===== config.mk =====
export PLATFORM = sky130hd
export DESIGN_NAME = glb_tile_pcfg_dma_ctrl
export DESIGN_NICKNAME = d
export VERILOG_FILES = /design/src/rtl/glb_tile_pcfg_dma_ctrl.sv
export SDC_FILE = /design/constraint.sdc
export NUM_CORES = 1
export LEC_CHECK = 0
export ABC_CLOCK_PERIOD_IN_PS = 3900
export BUFFER_PORTS_ARGS = -buffer_cell sky130_fd_sc_hd__buf_4
export CAP_MARGIN = 20
export CORE_MARGIN = 3
export CORE_UTILIZATION = 55
export CTS_CLUSTER_SIZE = 8
export DETAILED_ROUTE_END_ITERATION = 7
export PLACE_DENSITY = 0.76
export SETUP_SLACK_MARGIN = 0.3
export SYNTH_ARGS = -nofsm -noshare
export SYNTH_HDL_FRONTEND = slang
export SYNTH_SLANG_ARGS = --single-unit

===== constraint.sdc =====
create_clock -name clk -period 3.9 [get_ports clk]
set_input_delay 0.195 -clock clk [delete_from_list [all_inputs] [get_ports clk]]
set_output_delay 0.195 -clock clk [all_outputs]
set_load 0.01 [all_outputs]

===== src/rtl/glb_tile_pcfg_dma_ctrl.sv =====
// Parallel-config DMA for one GLB tile: fetches 64-bit bitstream words from the bank and emits CGRA config writes.
// Optional performance counters are enabled by defining GLB_PC_DMA_PERF_EN.
module glb_tile_pcfg_dma_ctrl #(
  parameter int GLB_ADDR_WIDTH      = 22,
  parameter int BANK_DATA_WIDTH     = 64,
  parameter int CGRA_CFG_ADDR_WIDTH = 32,
  parameter int CGRA_CFG_DATA_WIDTH = 32,
  parameter int MAX_NUM_CFG_WIDTH   = 16,
  parameter int QUEUE_DEPTH         = 4
) (
  input  logic                           clk,
  input  logic                           reset,
  input  logic                           cfg_pc_dma_mode,
  input  logic [GLB_ADDR_WIDTH-1:0]      cfg_pc_start_addr,
  input  logic [MAX_NUM_CFG_WIDTH-1:0]   cfg_pc_num_cfg,
  input  logic                           pc_start_pulse,
  output logic                           pc_busy,
  output logic                           pc_done_pulse,
  output logic                           rdrq_en,
  output logic [GLB_ADDR_WIDTH-1:0]      rdrq_addr,
  input  logic                           rdrq_ready,
  input  logic                           rdrs_valid,
  input  logic [BANK_DATA_WIDTH-1:0]     rdrs_data,
  input  logic                           cfg_stall,
  output logic                           cgra_cfg_c2sw_wr_en,
  output logic                           cgra_cfg_c2sw_rd_en,
  output logic [CGRA_CFG_ADDR_WIDTH-1:0] cgra_cfg_c2sw_addr,
  output logic [CGRA_CFG_DATA_WIDTH-1:0] cgra_cfg_c2sw_data,
  output logic                           pc_err_unexp_rdrs
`ifdef GLB_PC_DMA_PERF_EN
  ,
  output logic [31:0]                    pc_dma_cycles,
  output logic [15:0]                    pc_dma_stall_cycles
`endif
);

  localparam int PTR_W = $clog2(QUEUE_DEPTH);
  localparam int CNT_W = PTR_W + 1;

  localparam logic [1:0] S_IDLE  = 2'd0;
  localparam logic [1:0] S_RUN   = 2'd1;
  localparam logic [1:0] S_DRAIN = 2'd2;
  localparam logic [1:0] S_DONE  = 2'd3;

  logic [1:0]                   state;
  logic [GLB_ADDR_WIDTH-1:0]    base_q;
  logic [MAX_NUM_CFG_WIDTH-1:0] num_cfg_q;
  logic [MAX_NUM_CFG_WIDTH-1:0] req_cnt;
  logic [MAX_NUM_CFG_WIDTH-1:0] wr_cnt;
  logic [CNT_W-1:0]             outstanding;
  logic [CNT_W-1:0]             occupancy;
  logic [PTR_W-1:0]             wr_ptr;
  logic [PTR_W-1:0]             rd_ptr;
  logic [BANK_DATA_WIDTH-1:0]   queue_mem [QUEUE_DEPTH];

  logic [CNT_W:0]               credit_used;
  logic [GLB_ADDR_WIDTH-1:0]    req_off;
  logic [BANK_DATA_WIDTH-1:0]   rd_word;
  logic                         start_fire;
  logic                         req_accept;
  logic                         push;
  logic                         pop;

  // Credits count both in-flight requests and queued words, so a response always finds a free slot.
  assign credit_used = {1'b0, outstanding} + {1'b0, occupancy};
  assign rdrq_en     = (state == S_RUN) && (req_cnt < num_cfg_q) &&
                       (credit_used < (CNT_W+1)'(QUEUE_DEPTH));
  assign req_off     = GLB_ADDR_WIDTH'({req_cnt, 3'b000});
  assign rdrq_addr   = rdrq_en ? (base_q + req_off) : '0;

  assign start_fire = (state == S_IDLE) && pc_start_pulse && cfg_pc_dma_mode;
  assign req_accept = rdrq_en && rdrq_ready;
  assign push       = rdrs_valid && (outstanding != '0);
  assign pop        = (occupancy != '0) && !cfg_stall;
  assign rd_word    = queue_mem[rd_ptr];

  assign pc_busy             = (state != S_IDLE);
  assign pc_done_pulse       = (state == S_DONE);
  assign cgra_cfg_c2sw_rd_en = 1'b0;

  // NOTE: clocked state uses non-blocking assignments so every register samples pre-edge values.
  always_ff @(posedge clk or negedge reset) begin
    if (!reset) begin
      state     <= S_IDLE;
      base_q    <= '0;
      num_cfg_q <= '0;
      req_cnt   <= '0;
      wr_cnt    <= '0;
    end else begin
      if (req_accept) req_cnt <= req_cnt + MAX_NUM_CFG_WIDTH'(1);
      if (pop)        wr_cnt  <= wr_cnt + MAX_NUM_CFG_WIDTH'(1);
      case (state)
        S_IDLE: begin
          if (start_fire) begin
            base_q    <= cfg_pc_start_addr;
            num_cfg_q <= cfg_pc_num_cfg;
            req_cnt   <= '0;
            wr_cnt    <= '0;
            state     <= (cfg_pc_num_cfg == '0) ? S_DONE : S_RUN;
          end
        end
        S_RUN: begin
          if (req_accept && ((req_cnt + MAX_NUM_CFG_WIDTH'(1)) == num_cfg_q)) state <= S_DRAIN;
        end
        S_DRAIN: begin
          if (wr_cnt == num_cfg_q) state <= S_DONE;
        end
        default: state <= S_IDLE;
      endcase
    end
  end

  always_ff @(posedge clk or negedge reset) begin
    if (!reset) begin
      outstanding       <= '0;
      occupancy         <= '0;
      wr_ptr            <= '0;
      rd_ptr            <= '0;
      pc_err_unexp_rdrs <= 1'b0;
    end else begin
      case ({req_accept, push})
        2'b10:   outstanding <= outstanding + CNT_W'(1);
        2'b01:   outstanding <= outstanding - CNT_W'(1);
        default: ;
      endcase
      case ({push, pop})
        2'b10:   occupancy <= occupancy + CNT_W'(1);
        2'b01:   occupancy <= occupancy - CNT_W'(1);
        default: ;
      endcase
      if (push) wr_ptr <= wr_ptr + PTR_W'(1);
      if (pop)  rd_ptr <= rd_ptr + PTR_W'(1);
      if (rdrs_valid && (outstanding == '0)) pc_err_unexp_rdrs <= 1'b1;
    end
  end

  // NOTE: the storage array has no reset; the cleared pointers and occupancy make stale words unreachable.
  always_ff @(posedge clk) begin
    if (push) queue_mem[wr_ptr] <= rdrs_data;
  end

  // Idle cycles drive all-zero so the switch can OR-merge this source with others.
  always_ff @(posedge clk or negedge reset) begin
    if (!reset) begin
      cgra_cfg_c2sw_wr_en <= 1'b0;
      cgra_cfg_c2sw_addr  <= '0;
      cgra_cfg_c2sw_data  <= '0;
    end else if (pop) begin
      cgra_cfg_c2sw_wr_en <= 1'b1;
      cgra_cfg_c2sw_addr  <= rd_word[BANK_DATA_WIDTH-1 -: CGRA_CFG_ADDR_WIDTH];
      cgra_cfg_c2sw_data  <= rd_word[CGRA_CFG_DATA_WIDTH-1:0];
    end else begin
      cgra_cfg_c2sw_wr_en <= 1'b0;
      cgra_cfg_c2sw_addr  <= '0;
      cgra_cfg_c2sw_data  <= '0;
    end
  end

`ifdef GLB_PC_DMA_PERF_EN
  always_ff @(posedge clk or negedge reset) begin
    if (!reset) begin
      pc_dma_cycles       <= '0;
      pc_dma_stall_cycles <= '0;
    end else if (start_fire) begin
      pc_dma_cycles       <= '0;
      pc_dma_stall_cycles <= '0;
    end else begin
      if (pc_busy && (pc_dma_cycles != '1)) pc_dma_cycles <= pc_dma_cycles + 32'd1;
      if (cfg_stall && (occupancy != '0) && (pc_dma_stall_cycles != '1))
        pc_dma_stall_cycles <= pc_dma_stall_cycles + 16'd1;
    end
  end
`endif

endmodule


==> metrics.yaml <==
status: "completed"
crit_arrival_ns: 3.22
maxCapViolations: 0
cts_tree: "yes"
wire_per_inst_um: 21.0
vias: 10630
die_h_um: 181
htreeDepth: 2
place.gp.congestion: 0.896
die_x_um: 181
ys_types: 62
antenna_found_initial: 2
final_nets: 1616
fin_cells: 1887
synth_edf_count: 256
hpwl_um: 22800
p_leak_uw: 0.00878
grt_max_degree: 95
ant_nets: 0
yosys_warnings: 0
ios: 201
dp.cells: 1684
gr-total-overflow: 0
final_cell_mix: "256 x edfxtp_1, 212 x buf_4, 146 x dfrtp_1"
ys_seq_area_share_pct: 67.4
clock_path_buffers: 3
finalSetupTns_ns: 0
dr.pass1.iters: 5
crit_chain: "ha_1, fa_1, a211oi_2, o21bai_2, o221ai_2, o21bai_2, and2_1, or3_1, and3_1, buf_4"
cp.required_ns: 3.70
core.rowCount: 63
setup_violations: 0
n_fill_cell: 1823
synth-seq-cells: 404
slew_headroom_pct: 34.4
grt_pass1_wl_um: 63200
root_buffer: "clkbuf_16"
async_reset_ff_share_pct: 36.6
worstMarginPinSlew_ns: 0.984
dr.first_iter.drc_count: 762
drc: 0
hold_viol_final: 0
p_total_uw: 15300
clk_pin_slew_worst_paths_ns: 0.05
max_stage_delay_ns: 0.44
synth_area_um2: 16900
min_path_type: "in -> reg"
cts_buffers: 56
postLayoutSetupSlackWorst_ns: 0.488
die_area_um2: 32900
rsz0062_at_grt: "no"
area_delta_synth_final_pct: 28.2
final_common_cell: "edfxtp_1"
via_per_inst: 5.63
grt_pass1_vias: 11391
cp_common_cell: "o21bai_2"
start_util_pct: 56.4
wl_um: 39700
portBuffers: 199
stdcell_area_um2: 21700
placed_area_um2: 19000
insertion_delay_ns: 0.57
postSynthCellCount: 1120
post-route-period-util_pct: 87.5
critical_path_class: "reg -> out"
endpoint_kind: "output port"
critical-path-top-delay-family: "compound AO/OA/AOI/OAI gates"
syn_nets: 1279
critPathMaxFanout: 6
synth.avg_cell_area_um2: 15.1
ir_drop_mv: 0.841
cp-start-kind: "flip-flop"
worst_clock_skew_ns: 0.0220
place_ws_ns: 0.814
slowest_stage: "fa_1"
coreArea_um2: 30000
drive_above_1_share_pct: 24.8
crit_buf_inv: 1
track_usage_pct: 24.5
fin_crit_ns: 3.41
cts.sinks: 404
fmax_mhz: 293
final_max_slew_viol_count: 0
synth_flop_cell: "edfxtp_1"
p_per_area_nw_per_um2: 707
[power breakdown]
| part | internal (uW) | switching [uW] | leakage, uW |
|---|---|---|---|
| clock | 2760 | 1720 | 0.000779 |
| combinational | 2170 | 2230 | 0.00375 |
| sequential | 5730 | 718 | 0.00425 |
| total | 10700 | 4670 | 0.00878 |
[Yosys cell counts, types with 2 or more instances]
library cell / instances / area, um^2
o21ai_0: 43 / 215
xnor2_1: 34 / 298
nor2_1: 50 / 188
nand3_1: 14 / 70.1
a21oi_1: 27 / 135
a31oi_1: 5 / 31.3
clkbuf_1: 33 / 124
a221o_1: 2 / 20.0
edfxtp_1: 256 / 7690
nand2b_1: 2 / 12.5
o21ai_1: 2 / 10.0
dfrtp_1: 148 / 3700
and2_1: 71 / 444
buf_4: 2 / 15.0
nor4_1: 10 / 62.6
ha_1: 47 / 588
and3_1: 11 / 68.8
a21o_1: 4 / 30.0
mux2i_1: 2 / 20.0
nor2b_1: 2 / 12.5
o31ai_1: 3 / 22.5
mux4_2: 64 / 1440
or4_1: 2 / 15.0
xor2_1: 41 / 359
buf_1: 9 / 33.8
nor3_1: 8 / 40.0
o21bai_1: 6 / 45.0
nand2_1: 106 / 398
o211ai_1: 4 / 30.0
o21a_1: 2 / 15.0
or3_1: 13 / 81.3
a211oi_1: 6 / 45.0
o221ai_1: 3 / 26.3
a311oi_1: 2 / 17.5
fa_1: 3 / 60.1
nand4_1: 20 / 125
inv_1: 37 / 139
or2_2: 2 / 12.5
[area by class of cell]
class	instances	area [um^2]	share of cell area (%)
sequential	404	11400	52.6
multi-input combinational	634	5240	24.2
timing repair buffer	324	2770	12.8
clock buffer	94	1570	7.22
tap	390	488	2.25
inverter	37	139	0.641
clock inverter	3	76.3	0.352
antenna	1	2.50	0.0115
[worst reg2reg max path, stage by stage, from the launching register on]
cell	delay, ns
dfrtp_1	0.50
ha_1	0.33
nand3_2	0.20
or3_4	0.46
xnor2_1	0.18
o21ai_1	0.09
or4_4	0.50
o41ai_4	0.38
mux2_4	0.33
[cells by family (layout without fill, tap and decap cells)]
family,count (synthesis),count (layout),synth area share (%)
flip-flops,404,404,67.4
AND/OR/NAND/NOR,322,322,9.86
AO/OA/AOI/OAI,118,118,4.37
buffers and inverters,82,458,1.87
XOR/XNOR,75,75,3.88
multiplexers,68,68,8.80
adder cells (fa/ha/maj),50,50,3.83
other,1,2,0.0222
[stage by stage]
stage          utilization (%)  hold slack [ns]
3_5_place_dp              63.3            0.399
5_1_grt                   72.4           0.0500
3_3_place_gp              63.3            0.383
2_1_floorplan                -           -0.101
4_1_cts                   72.3           0.0236
6_report                  72.4           0.0493
[routing by layer]
metal  GRT usage [%]  vias to the layer above  part of all wire (%)
met5               0                        -                 0.023
met4            7.34                        2                   2.6
met3            5.32                       89                   6.9
met2            40.8                      404                    49
li1                -                     4814                     -
met1            32.9                     5321                    41
[path summary, 6_finish.rpt]
path / start / to / slack, ns / cells past startpoint
worst max register to register: req_cnt[1] / state[1] / 0.82 / 8
worst min register to register: pc_err_unexp_rdrs / pc_err_unexp_rdrs / 0.47 / 1
worst max-delay path: req_cnt[0] / rdrq_addr[15] / 0.49 / 10
min in group asynchronous: reset / base_q[2] / 0.37 / 2
worst min-delay path: rdrq_ready / req_cnt[3] / 0.05 / 4
max in group asynchronous: reset / rd_ptr[0] / 2.54 / 3
[sequential cells by signal, indices dropped and copies added, names as in the netlist]
name	cells
state	2
occupancy	3
rd_ptr	2
pc_err_unexp_rdrs	1
base_q	22
num_cfg_q	16
cgra_cfg_c2sw_data	32
queue_mem	256
cgra_cfg_c2sw_wr_en	1
outstanding	3
wr_cnt	16
cgra_cfg_c2sw_addr	32
req_cnt	16
wr_ptr	2
[what timing repair did]
item	4_1_cts	5_1_grt
hold buffers	105	0
setup buffers	0	0
resized for setup	1	5
hold endpoints to repair	388	0
setup endpoints to repair	2	6
(Power assumes the default switching activity.)
